File: config.mk
export PLATFORM = sky130hd
export DESIGN_NAME = object_position_flat
export DESIGN_NICKNAME = d
export VERILOG_FILES = /design/src/rtl/object_position_pkg.sv /design/src/rtl/object_position_if.sv /design/src/rtl/object_position_wrap_axis_counter.sv /design/src/rtl/object_position.sv /design/src/flat_wrapper.sv
export SDC_FILE = /design/constraint.sdc
export NUM_CORES = 1
export LEC_CHECK = 0
export CAP_MARGIN = 0
export CORE_MARGIN = 2
export CORE_UTILIZATION = 52
export CTS_BUF_LIST = sky130_fd_sc_hd__clkbuf_2
export CTS_CLUSTER_SIZE = 14
export DETAILED_ROUTE_END_ITERATION = 8
export GPL_ROUTABILITY_DRIVEN = 0
export GPL_TIMING_DRIVEN = 0
export PLACE_DENSITY = 0.93
export SLEW_MARGIN = 10
export SYNTH_ARGS = -nofsm -noshare
export SYNTH_HDL_FRONTEND = slang
export SYNTH_SLANG_ARGS = --single-unit
File: constraint.sdc
create_clock -name clk -period 2.8 [get_ports clk]
set_clock_uncertainty 0.05 [all_clocks]
set_input_delay 0.56 -clock clk [delete_from_list [all_inputs] [get_ports clk]]
set_output_delay 0.56 -clock clk [all_outputs]
set_load 0.03 [all_outputs]
File: src/rtl/object_position_pkg.sv
// object_position_pkg: shared screen geometry, FSM encoding and step sign constants
package object_position_pkg;
  localparam int SCREEN_W = 160;
  localparam int SCREEN_H = 120;
  localparam int X_W = 8;
  localparam int Y_W = 7;
  localparam int INIT_X = 80;
  localparam int INIT_Y = 60;
  localparam logic SIGN_POS = 1'b0;
  localparam logic SIGN_NEG = 1'b1;
  typedef enum logic {RUN = 1'b0, SPAWN = 1'b1} state_t;
endpackage

File: src/rtl/object_position_if.sv
// object_position_if: step, spawn and snapshot signals between the decoder/renderer and one object
interface object_position_if #(parameter int X_W = 8, parameter int Y_W = 7);
  logic move_clk;
  logic delta_x;
  logic delta_y;
  logic sign_x;
  logic sign_y;
  logic spawn_valid;
  logic spawn_ready;
  logic [X_W-1:0] spawn_x;
  logic [Y_W-1:0] spawn_y;
  logic [X_W-1:0] pos_x;
  logic [Y_W-1:0] pos_y;
  logic wrapped_x;
  logic wrapped_y;
  logic frame_tick;
  logic snap_valid;
  logic snap_ready;
  logic [X_W-1:0] snap_x;
  logic [Y_W-1:0] snap_y;
  logic [7:0] snap_steps;
  logic snap_overrun;
  modport master (
    output move_clk, delta_x, delta_y, sign_x, sign_y, spawn_valid, spawn_x, spawn_y, frame_tick, snap_ready,
    input spawn_ready, pos_x, pos_y, wrapped_x, wrapped_y, snap_valid, snap_x, snap_y, snap_steps, snap_overrun
  );
  modport slave (
    input move_clk, delta_x, delta_y, sign_x, sign_y, spawn_valid, spawn_x, spawn_y, frame_tick, snap_ready,
    output spawn_ready, pos_x, pos_y, wrapped_x, wrapped_y, snap_valid, snap_x, snap_y, snap_steps, snap_overrun
  );
endinterface

File: src/rtl/object_position_wrap_axis_counter.sv
// wrap_axis_counter: one coordinate axis, 0..MAX with wrap-around stepping and a clamped load
module wrap_axis_counter
  import object_position_pkg::*;
#(
  parameter int MAX = 159,
  parameter int W = 8
) (
  input  logic         clk,
  input  logic         reset_n,
  input  logic         step,
  input  logic         sign,
  input  logic         load,
  input  logic [W-1:0] load_val,
  input  logic [W-1:0] rst_val,
  output logic [W-1:0] value,
  output logic         wrap
);
  logic [W-1:0] value_nxt;
  logic wrap_nxt;
  logic at_top, at_bot;
  assign at_top = value == W'(MAX);
  assign at_bot = value == '0;
  always_comb begin
    value_nxt = value;
    wrap_nxt = 1'b0;
    if (load) value_nxt = load_val > W'(MAX) ? W'(MAX) : load_val;
    else if (step) begin
      value_nxt = sign == SIGN_POS ? (at_top ? '0 : value + W'(1)) : (at_bot ? W'(MAX) : value - W'(1));
      wrap_nxt = sign == SIGN_POS ? at_top : at_bot;
    end
  end
  always_ff @(posedge clk) begin
    if (!reset_n) begin
      value <= rst_val;
      wrap <= 1'b0;
    end else begin
      value <= value_nxt;
      wrap <= wrap_nxt;
    end
  end
endmodule

File: src/rtl/object_position.sv
// object_position: wrap-around object coordinate with spawn handshake and per-frame snapshot
module object_position #(
  parameter int SCREEN_W = object_position_pkg::SCREEN_W,
  parameter int SCREEN_H = object_position_pkg::SCREEN_H,
  parameter int X_W = object_position_pkg::X_W,
  parameter int Y_W = object_position_pkg::Y_W,
  parameter int INIT_X = object_position_pkg::INIT_X,
  parameter int INIT_Y = object_position_pkg::INIT_Y
) (
  input logic clk,
  input logic reset_n,
  object_position_if.slave bus
);
  import object_position_pkg::*;
  state_t state, state_nxt;
  logic accept, step_x, step_y;
  logic [7:0] steps, steps_nxt;
  logic [8:0] steps_sum;
  always_ff @(posedge clk) begin
    if (!reset_n) state <= RUN;
    else state <= state_nxt;
  end
  // Steps are dropped both in the accept cycle and in the SPAWN cycle after it
  always_comb begin
    state_nxt = RUN;
    accept = 1'b0;
    step_x = 1'b0;
    step_y = 1'b0;
    accept = state == RUN && bus.spawn_valid;
    state_nxt = accept ? SPAWN : RUN;
    step_x = state == RUN && !bus.spawn_valid && bus.move_clk && bus.delta_x;
    step_y = state == RUN && !bus.spawn_valid && bus.move_clk && bus.delta_y;
  end
  assign bus.spawn_ready = state == RUN;
  wrap_axis_counter #(.MAX(SCREEN_W - 1), .W(X_W)) u_x (
    .clk(clk), .reset_n(reset_n), .step(step_x), .sign(bus.sign_x), .load(accept),
    .load_val(bus.spawn_x), .rst_val(X_W'(INIT_X)), .value(bus.pos_x), .wrap(bus.wrapped_x)
  );
  wrap_axis_counter #(.MAX(SCREEN_H - 1), .W(Y_W)) u_y (
    .clk(clk), .reset_n(reset_n), .step(step_y), .sign(bus.sign_y), .load(accept),
    .load_val(bus.spawn_y), .rst_val(Y_W'(INIT_Y)), .value(bus.pos_y), .wrap(bus.wrapped_y)
  );
  assign steps_sum = {1'b0, steps} + 9'(step_x) + 9'(step_y);
  assign steps_nxt = steps_sum[8] ? 8'hff : steps_sum[7:0];
  always_ff @(posedge clk) begin
    if (!reset_n) begin
      steps <= '0;
      bus.snap_valid <= 1'b0;
      bus.snap_x <= '0;
      bus.snap_y <= '0;
      bus.snap_steps <= '0;
      bus.snap_overrun <= 1'b0;
    end else begin
      steps <= bus.frame_tick ? '0 : steps_nxt;
      bus.snap_overrun <= bus.frame_tick && bus.snap_valid && !bus.snap_ready;
      if (bus.frame_tick) begin
        bus.snap_valid <= 1'b1;
        bus.snap_x <= bus.pos_x;
        bus.snap_y <= bus.pos_y;
        bus.snap_steps <= steps_nxt;
      end else if (bus.snap_ready) bus.snap_valid <= 1'b0;
    end
  end
endmodule
File: src/flat_wrapper.sv
// flat-port wrapper written by rule: the top's interface ports become plain ports
module object_position_flat import object_position_pkg::*;
#(
  parameter int SCREEN_W = object_position_pkg::SCREEN_W,
  parameter int SCREEN_H = object_position_pkg::SCREEN_H,
  parameter int X_W = object_position_pkg::X_W,
  parameter int Y_W = object_position_pkg::Y_W,
  parameter int INIT_X = object_position_pkg::INIT_X,
  parameter int INIT_Y = object_position_pkg::INIT_Y
)
  (clk, reset_n, bus_move_clk, bus_delta_x, bus_delta_y, bus_sign_x, bus_sign_y, bus_spawn_valid, bus_spawn_x, bus_spawn_y, bus_frame_tick, bus_snap_ready, bus_spawn_ready, bus_pos_x, bus_pos_y, bus_wrapped_x, bus_wrapped_y, bus_snap_valid, bus_snap_x, bus_snap_y, bus_snap_steps, bus_snap_overrun);
  object_position_if #(.X_W(X_W), .Y_W(Y_W)) bus_i ();
  input logic clk;
  input logic reset_n;
  input wire logic [$bits(bus_i.move_clk)-1:0] bus_move_clk;
  input wire logic [$bits(bus_i.delta_x)-1:0] bus_delta_x;
  input wire logic [$bits(bus_i.delta_y)-1:0] bus_delta_y;
  input wire logic [$bits(bus_i.sign_x)-1:0] bus_sign_x;
  input wire logic [$bits(bus_i.sign_y)-1:0] bus_sign_y;
  input wire logic [$bits(bus_i.spawn_valid)-1:0] bus_spawn_valid;
  input wire logic [$bits(bus_i.spawn_x)-1:0] bus_spawn_x;
  input wire logic [$bits(bus_i.spawn_y)-1:0] bus_spawn_y;
  input wire logic [$bits(bus_i.frame_tick)-1:0] bus_frame_tick;
  input wire logic [$bits(bus_i.snap_ready)-1:0] bus_snap_ready;
  output wire logic [$bits(bus_i.spawn_ready)-1:0] bus_spawn_ready;
  output wire logic [$bits(bus_i.pos_x)-1:0] bus_pos_x;
  output wire logic [$bits(bus_i.pos_y)-1:0] bus_pos_y;
  output wire logic [$bits(bus_i.wrapped_x)-1:0] bus_wrapped_x;
  output wire logic [$bits(bus_i.wrapped_y)-1:0] bus_wrapped_y;
  output wire logic [$bits(bus_i.snap_valid)-1:0] bus_snap_valid;
  output wire logic [$bits(bus_i.snap_x)-1:0] bus_snap_x;
  output wire logic [$bits(bus_i.snap_y)-1:0] bus_snap_y;
  output wire logic [$bits(bus_i.snap_steps)-1:0] bus_snap_steps;
  output wire logic [$bits(bus_i.snap_overrun)-1:0] bus_snap_overrun;
  assign bus_i.move_clk = bus_move_clk;
  assign bus_i.delta_x = bus_delta_x;
  assign bus_i.delta_y = bus_delta_y;
  assign bus_i.sign_x = bus_sign_x;
  assign bus_i.sign_y = bus_sign_y;
  assign bus_i.spawn_valid = bus_spawn_valid;
  assign bus_i.spawn_x = bus_spawn_x;
  assign bus_i.spawn_y = bus_spawn_y;
  assign bus_i.frame_tick = bus_frame_tick;
  assign bus_i.snap_ready = bus_snap_ready;
  assign bus_spawn_ready = bus_i.spawn_ready;
  assign bus_pos_x = bus_i.pos_x;
  assign bus_pos_y = bus_i.pos_y;
  assign bus_wrapped_x = bus_i.wrapped_x;
  assign bus_wrapped_y = bus_i.wrapped_y;
  assign bus_snap_valid = bus_i.snap_valid;
  assign bus_snap_x = bus_i.snap_x;
  assign bus_snap_y = bus_i.snap_y;
  assign bus_snap_steps = bus_i.snap_steps;
  assign bus_snap_overrun = bus_i.snap_overrun;
  object_position #(.SCREEN_W(SCREEN_W), .SCREEN_H(SCREEN_H), .X_W(X_W), .Y_W(Y_W), .INIT_X(INIT_X), .INIT_Y(INIT_Y)) u_core (.clk(clk), .reset_n(reset_n), .bus(bus_i));
endmodule
==> metrics <==
first-pass GRT wire length 13280 µm; initial DRC count 615; Max Slew Vio Count 0; area of the mapped netlist 2873 µm²; Chip Height 78.33 µm; I/O Buffers 64; Final #Nets 454; diodes inserted 0; layout cells sized above 1 0.08983; CP max FO 8; min Tclk post-route 2.513 ns; Initial Util 0.5315; CTS clk-pin slew, worst paths 0.24 ns; dpl cells 485; fin crit share 0.8975; Max stage delay on crit path 0.53 ns; DP Wirelength 5967 µm; CP endpoint kind flop; die area 6135 µm²; via count 3106; Area growth, synth to finish 28.88%; # rows 27; synthesized instance count 349; Syn. warnings 0; ys flop type dfxtp_1; post-route insts no fill 495; Initial DRT Pass Iterations 6; register area share after synthesis 0.3554; number of fill cells 414; chip width 78.33 µm; wire length per cell 16.76 µm; vias in the first global route 2774; final core utilization 0.6850; Total GRT Usage 0.2687; setup_tns 0 ns; CP required 3.13 ns; worst r2r path cells 8; endpoints failing setup 0; Worst-Skew Late Latency 0.46 ns; # DRC 0; Hold Vio Cnt, Final 0; Routed Antenna Nets 0; Max H-tree Level 2; post-synthesis cell type count 66; FF-to-FF Start u_core.state; crit path DAT 2.85 ns; number of synthesized register bits 51; Via density 6.275; IO Count 68; Core Region 5405 µm²; Worst Setup Start Kind input port; RSZ-0062 raised after global routing no; slew margin rel. 0.5790; Slew @ Worst Pin 0.6257 ns; Mapped Nets 381; EDFF count, synth 0; Top delay family on crit path simple AND/OR/NAND/NOR gates; clock buffer depth 2; Setup Crit Path Kind input port to flop; clock sink count 51; HP Start u_core.bus.snap_steps[6]; power per cell area 466.5 nW/µm²; Worst R2R Setup Slack 0.48 ns; status finished clean; crit path cell chain clkdlybuf4s50_1, nand4bb_2, inv_1, fa_1, nand4_1, buf_4, nor3_2, nor2_1, a21oi_1; worst hold margin 0.4575 ns; CP max-delay cell clkdlybuf4s50_1; WHS Endpoint u_core.bus.snap_steps[6]; Mean Syn Cell Area 8.231 µm²; root buffer cell clkbuf_2; worst path bufs/invs 3; VDD IR max 0.2893 mV; cts bufs inserted 5; Hold Path Class flop to flop; Post-synth ARST share 0; largest net degree at the start of global routing 17; gr ovfl total 0; Max Cap Viol 0; Post-Route WL 8298 µm; initial antenna violation count 0; CTS tree built; Leakage 1.397 nW; Worst Hold Depth 2; fmax 0.3979 GHz; end of the worst register-to-register path u_core.bus.snap_steps[0]
## worst register-to-register path, stage by stage (launching register included)
cell       delay [ns]
dfxtp_1          0.45
nand4bb_2        0.36
inv_1            0.20
fa_1             0.27
nand4_1          0.12
buf_4            0.17
nor3_2           0.31
nor2_1           0.13
a21oi_1          0.17
## final cells by class
class	instances	area, µm²	share of cell area
Multi-Input combinational cell	254	1668	0.4505
Sequential cell	51	1021	0.2758
Timing Repair Buffer	66	655.6	0.1771
Buffer	30	146.4	0.03954
Tap cell	72	90.09	0.02433
Inverter	14	52.55	0.01419
Clock inverter	3	43.79	0.01183
Clock buffer	5	25.02	0.006759
## logic make-up (layout without fill, tap and decap cells)
group,Yosys count,in the layout,share of synthesized area
xor+xnor,7,7,0.02134
fa+ha+maj,7,7,0.03310
compound gates,94,94,0.2278
mux,17,17,0.05923
flops,51,51,0.3554
simple gates,129,129,0.2339
buf+inv,44,118,0.06925
## synth_stat cells, types with 5 or more instances
master,instances,area share
inv_1,14,0.018
a21oi_1,20,0.035
nand3_1,12,0.021
nand2b_1,5,0.011
mux2i_1,17,0.059
ha_1,6,0.026
clkbuf_1,15,0.020
nor3_1,11,0.019
dfxtp_1,51,0.36
a31oi_1,5,0.011
nand4_1,5,0.011
nand2_1,23,0.030
o21ai_0,20,0.035
nor4_1,5,0.011
nor2_1,41,0.054
buf_2,9,0.016
## layer usage
metal	up-vias	part of all wire	routed length [µm]	track usage
met5	-	0	0	0
met4	0	0.044	368	0.1123
met3	60	0.096	793	0.04598
met2	226	0.46	3800	0.4267
met1	1411	0.40	3336	0.3619
li1	1409	-	-	-
## where the power goes
| part | switching (mW) | total, mW | internal, mW |
|---|---|---|---|
| logic | 0.308 | 0.527 | 0.218 |
| registers | 0.0324 | 0.802 | 0.770 |
| clock network | 0.247 | 0.398 | 0.151 |
## state kept, by name, indices dropped and copies added, names as in the netlist, 7 cells and up
register	flops
u_core.bus.snap_steps	8
u_core.bus.snap_x	8
u_core.steps	8
u_core.u_x.value	8
u_core.u_y.value	7
u_core.bus.snap_y	7
## stage by stage
stage               total power [mW]  worst slack, ns  instance area, µm²
global route                   1.801           0.1574                3702
finish                         1.727           0.2871                3702
CTS                            1.723          0.03727                3677
floorplan                      1.142           0.4701                2873
detailed placement             1.326          -0.5358                3603
global placement               1.312          -0.4319                3603
## cell usage in the layout (no fill, tap or decap), types with 3 or more instances in the layout
cell type | synthesis | routed
a21o_1 | 3 | 3
a21oi_1 | 20 | 20
a31oi_1 | 5 | 5
buf_2 | 9 | 9
buf_4 | 2 | 4
clkbuf_1 | 15 | 15
clkbuf_2 | 0 | 5
clkdlybuf4s50_1 | 0 | 64
dfxtp_1 | 51 | 51
ha_1 | 6 | 6
inv_1 | 14 | 14
mux2i_1 | 17 | 17
nand2_1 | 23 | 23
nand2b_1 | 5 | 5
nand3_1 | 12 | 12
nand3b_1 | 4 | 4
nand4_1 | 5 | 5
nor2_1 | 41 | 41
nor2b_1 | 3 | 3
nor3_1 | 11 | 9
nor4_1 | 5 | 5
o21a_1 | 4 | 4
o21ai_0 | 20 | 20
o221ai_1 | 4 | 4
o22ai_1 | 4 | 4
or3_1 | 3 | 3
xnor2_1 | 4 | 4
xor2_1 | 3 | 3
## how the worst max path moves through the flow
stage | start | to | slack, ns | cells past startpoint
2_1_floorplan | bus_delta_x | u_core.bus.snap_steps[6] | 0.47 | 7
3_3_place_gp | bus_move_clk | u_core.bus.snap_steps[6] | -0.43 | 8
3_5_place_dp | bus_move_clk | u_core.bus.snap_steps[4] | -0.54 | 8
4_1_cts | bus_spawn_valid | u_core.bus.snap_steps[0] | 0.04 | 8
5_1_grt | bus_spawn_valid | u_core.bus.snap_steps[4] | 0.16 | 9
6_report | bus_spawn_valid | u_core.bus.snap_steps[0] | 0.29 | 9
## what timing repair did
| action | CTS | global route |
|---|---|---|
| pin swaps | 0 | 1 |
| setup endpoints to repair | 6 | 12 |
| hold endpoints to repair | 0 | 0 |
| gates resized for setup | 1 | 2 |
| hold buffers | 0 | 0 |
| setup buffers | 0 | 2 |
(Power assumes the default switching activity.)
